`config.mk`:
```
export PLATFORM = sky130hd
export DESIGN_NAME = maxpool2x2_stream
export DESIGN_NICKNAME = d
export VERILOG_FILES = /design/src/rtl/cnn_pkg.sv /design/src/rtl/pool_linebuf.sv /design/src/rtl/maxpool2x2_stream.sv
export SDC_FILE = /design/constraint.sdc
export NUM_CORES = 2
export LEC_CHECK = 0
export CORE_AREA = 2 2 527 529
export DETAILED_ROUTE_END_ITERATION = 7
export DIE_AREA = 0 0 529 531
export GPL_TIMING_DRIVEN = 1
export PLACE_DENSITY_LB_ADDON = 0.08
export SETUP_SLACK_MARGIN = 0.15
export SLEW_MARGIN = 20
export SYNTH_ARGS = -nofsm -noshare
export SYNTH_HDL_FRONTEND = slang
export SYNTH_HIERARCHICAL = 1
export SYNTH_SLANG_ARGS = --single-unit
export TNS_END_PERCENT = 10
```
`constraint.sdc`:
```
create_clock -name clk -period 20.1 [get_ports clk]
set_clock_uncertainty 0.05 [all_clocks]
set_input_delay 4.02 -clock clk [delete_from_list [all_inputs] [get_ports clk]]
set_output_delay 4.02 -clock clk [all_outputs]
set_load 0.01 [all_outputs]
```
`src/rtl/cnn_pkg.sv`:
```
// cnn_pkg: activation type, signed max helper and default layer geometry
package cnn_pkg;
   localparam int ACT_W = 8;
   localparam int DEF_OUT_CH = 16;
   localparam int DEF_IMG_W = 32;
   localparam int DEF_IMG_H = 32;
   typedef logic signed [ACT_W-1:0] act_t;
   function automatic act_t act_max(input act_t a, input act_t b);
      return (a > b) ? a : b;
   endfunction
endpackage

```
`src/rtl/pool_linebuf.sv`:
```
// pool_linebuf: one row of horizontal pair maxima, single write port, combinational read
module pool_linebuf #(
   parameter int DEPTH = 16,
   parameter int OUT_CH = 16,
   parameter int DATA_W = 8,
   parameter int AW = 4
) (
   input  logic                          clk,
   input  logic                          we,
   input  logic [AW-1:0]                 waddr,
   input  logic [OUT_CH-1:0][DATA_W-1:0] wdata,
   input  logic [AW-1:0]                 raddr,
   output logic [OUT_CH-1:0][DATA_W-1:0] rdata
);
   logic [OUT_CH-1:0][DATA_W-1:0] mem [DEPTH];
   always_ff @(posedge clk)
      if (we) mem[waddr] <= wdata;
   assign rdata = mem[raddr];
endmodule

```
`src/rtl/maxpool2x2_stream.sv`:
```
// maxpool2x2_stream: streaming 2x2 stride-2 signed max-pool over raster-order pixels
module maxpool2x2_stream
   import cnn_pkg::*;
#(
   parameter int DATA_W = ACT_W,
   parameter int OUT_CH = DEF_OUT_CH,
   parameter int IMG_W = DEF_IMG_W,
   parameter int IMG_H = DEF_IMG_H
) (
   input  logic                          clk,
   input  logic                          rst,
   input  logic                          clear,
   input  logic [OUT_CH-1:0][DATA_W-1:0] in_data,
   input  logic                          in_valid,
   output logic [OUT_CH-1:0][DATA_W-1:0] out_data,
   output logic                          out_valid,
   output logic                          out_last,
   output logic                          frame_err
);
   localparam int CW = $clog2(IMG_W);
   localparam int RW = (IMG_H > 2) ? $clog2(IMG_H) : 1;
   localparam int AW = (IMG_W > 2) ? $clog2(IMG_W / 2) : 1;
   localparam logic [CW-1:0] COL_MAX = CW'(IMG_W - 1);
   localparam logic [RW-1:0] ROW_MAX = RW'(IMG_H - 1);

   if ((IMG_W % 2) != 0 || (IMG_H % 2) != 0 || IMG_W < 2 || IMG_H < 2 || DATA_W != ACT_W) begin : g_param_err
      $error("maxpool2x2_stream: IMG_W/IMG_H must be even and >=2, DATA_W must match act_t");
   end

   logic [CW-1:0] col;
   logic [RW-1:0] row;
   logic [OUT_CH-1:0][DATA_W-1:0] h_reg, wmax, omax, lb_rd;
   logic acc, last_col, last_row, lb_we, win_done;
   logic [AW-1:0] c2;

   assign acc = in_valid && !clear;
   assign last_col = col == COL_MAX;
   assign last_row = row == ROW_MAX;
   assign c2 = AW'(col >> 1);
   assign lb_we = acc && !row[0] && col[0];
   assign win_done = acc && row[0] && col[0];

   always_comb begin
      for (int k = 0; k < OUT_CH; k++) begin
         wmax[k] = act_max(h_reg[k], in_data[k]);
         omax[k] = act_max(lb_rd[k], wmax[k]);
      end
   end

   pool_linebuf #(.DEPTH(IMG_W / 2), .OUT_CH(OUT_CH), .DATA_W(DATA_W), .AW(AW)) u_linebuf (
      .clk(clk),
      .we(lb_we),
      .waddr(c2),
      .wdata(wmax),
      .raddr(c2),
      .rdata(lb_rd)
   );

   // h_reg holds the left pixel of the current pair; its value is don't-care after reset
   always_ff @(posedge clk)
      if (acc && !col[0]) h_reg <= in_data;

   always_ff @(posedge clk or posedge rst)
      if (rst) begin
         col <= '0;
         row <= '0;
         out_data <= '0;
         out_valid <= 1'b0;
         out_last <= 1'b0;
         frame_err <= 1'b0;
      end else begin
         out_valid <= win_done;
         out_last <= acc && last_col && last_row;
         frame_err <= frame_err | (in_valid & clear);
         if (win_done) out_data <= omax;
         if (clear) begin
            col <= '0;
            row <= '0;
         end else if (in_valid) begin
            col <= last_col ? '0 : col + 1'b1;
            if (last_col) row <= last_row ? '0 : row + 1'b1;
         end
      end
endmodule

```
==> results.py <==
metrics = {
    "hold_path": {
        "whs_path_depth": 1,
        "min_path_type": "reg -> reg",
    },
    "setup_path": {
        "cp.depth": 9,
        "path_class": "in -> reg",
        "worstSetupStartpointType": "input port",
        "worst-path-buf-inv": 4,
        "rrSetupSlack_ns": 12.99,
        "path_common_cell": "buf_4",
        "cp.required_ns": 20.56,
        "path_cells": "clkdlybuf4s50_1, nor2b_1, nand2_1, nor2_1, nand3b_1, nor2_4, buf_4, buf_4, buf_4",
        "critPathCaptureType": "register",
        "worst_ep_arrival_time_ns": 9.04,
        "rr_worst_depth": 13,
        "crit_path_top_delay_cell": "buf_4",
        "crit_family": "buffers and inverters",
        "crit_fanout": 46,
        "cpPeakStageDelay_ns": 0.96,
    },
    "synth": {
        "synthCells": 5158,
        "synth_edf_count": 2176,
        "async_flop_share_pct": 6.09,
        "synth_flop_cell": "edfxtp_1",
        "syn-cell-area_um2": 95800,
        "synth.avg_cell_area_um2": 18.6,
        "synth_top_area_share_pct": 68.2,
        "synth_area_leader_cell": "edfxtp_1",
        "synth_area_leaders": "edfxtp_1 68%, mux4_2 11%, dfrtp_1 3.7%",
        "ys_ff_latch": 2317,
        "synth.distinct_cells": 78,
        "ys_seq_area_share_pct": 71.9,
        "synth_nets": 5550,
        "ys_warn_count": 6,
    },
    "floorplan": {
        "rows": 193,
        "die_y_um": 531,
        "coreArea_um2": 275000,
        "initial_core_util_pct": 34.8,
        "die_area_um2": 281000,
        "die_x_um": 529,
        "io_pins": 263,
    },
    "cells_and_area": {
        "stdcell_area_um2": 112000,
        "nNetsFinal": 5995,
        "fin_util_pct": 40.7,
        "fin_cells": 9413,
        "fillerInstances": 24700,
        "seq_area_um2": 68900,
        "drive_gt1_share_pct": 19.6,
        "largest_reg_flops": 2048,
        "mostFrequentLayoutCells": "2176 x edfxtp_1, 477 x mux4_2, 368 x inv_1",
        "syn2layout_area_growth_pct": 16.9,
        "multi_input_area_um2": 24700,
        "layout_commonest_cell": "edfxtp_1",
    },
    "sta": {
        "hold_viol_final": 0,
        "setup_tns_ns": 0,
        "finalSetupViolCount": 0,
        "period_needed_ns": 8.59,
        "slew_headroom_pct": 22.9,
        "fmax_ghz": 0.116,
        "period_share_pct": 42.7,
        "worst_slew_pin_slew_ns": 1.14,
        "grt_setup_unrepaired": "no",
        "drv_slew": 0,
    },
    "global_routing": {
        "grtUsageTotal_pct": 18.9,
        "grt_pass1_wl_mm": 385,
        "overflow": 0,
        "grt_max_degree": 105,
        "grt_pass1_vias": 53100,
        "antenna_found_initial": 13,
    },
    "power": {
        "power_uw": 11100,
        "ir_drop_v": 0.0000905,
        "p_per_area_nw_per_um2": 99.2,
        "power.leakage_uw": 0.0373,
    },
    "clock_network": {
        "cts_hold_buf": 0,
        "cts_resized": 0,
        "root_buffer": "clkbuf_16",
        "cts_max_level": 5,
        "clock-sinks": 2317,
        "numCtsBuffers": 283,
        "clk_path_buf_depth": 4,
        "cts_tree": "built",
        "post-cts-setup-buffer-count": 0,
        "path_clk_slew_ns": 0.06,
        "insertion_delay_ns": 0.92,
    },
    "status": {
        "outcome": "complete, no violations",
    },
    "route": {
        "post-route-drc-count": 0,
        "drtIter0Drc": 3928,
        "routed_wl_mm": 266,
        "avgRoutedWirePerCell_um": 28.3,
        "vias": 50400,
        "viasPerCell": 5.36,
        "drt_first_pass_iters": 7,
        "ant_nets": 0,
    },
    "placed_design": {
        "portBuffers": 262,
        "place_congestion": 0.762,
        "dpl.cell_count": 8925,
        "hpwl_mm": 152,
        "place_area_um2": 103000,
    },
    "flow_run": {
        "drv_cap": 0,
    },
}
## Yosys cell counts, types with 65 or more instances
cell / instances
nor2_1: 67
clkbuf_1: 100
a21oi_1: 67
mux4_2: 477
a22oi_1: 216
inv_1: 370
nand2_1: 260
mux2_2: 65
edfxtp_1: 2176
dfrtp_1: 141
o221ai_1: 109
mux2i_1: 127
ha_1: 260
buf_2: 91
## where the power goes
part / internal, uW / switching (uW) / total [uW]
clock network: 3000 / 1960 / 4960
registers: 5400 / 12.7 / 5410
logic: 262 / 473 / 735
## worst paths after layout
kind | startpoint | to
setup / recovery | in_valid | u_linebuf/mem[10][87]
hold / removal | frame_err | frame_err
setup reg to reg | col[1] | out_data[49]
hold reg to reg | frame_err | frame_err
max in group asynchronous | rst | col[3]
min in group asynchronous | rst | out_data[112]
## layer usage
metal	GRT usage [%]	part of all wire [%]	vias to the layer above
met5	0	0	-
met4	5.05	2.5	0
met3	2.54	4.2	394
met2	31.0	48	1188
met1	26.3	45	26900
li1	-	-	21900
## cell type report
cell class	instances	share of cell area [%]
diodes	2	0.00447
clock buffers	346	6.76
clock inverters	140	1.21
inverters	370	1.25
multi-input cells	2249	22.0
flip-flops and latches	2317	61.5
well taps	3607	4.03
repair buffers	382	3.21
## per-stage QoR
stage	hold slack [ns]	setup slack [ns]
finish	0.407	11.51
global route	0.429	11.30
CTS	0.414	11.48
detailed placement	0.399	10.53
global placement	0.397	10.55
floorplan	0.443	5.72
## logic make-up after synthesis
logic type	share of synthesized area, %
and+or+nand+nor	3.04
adders and majority gates	3.40
buffers and inverters	2.53
muxes	13.3
DFF	71.9
AOI/OAI and AO/OA	5.81
No activity file was read; power rests on OpenSTA's default activity.
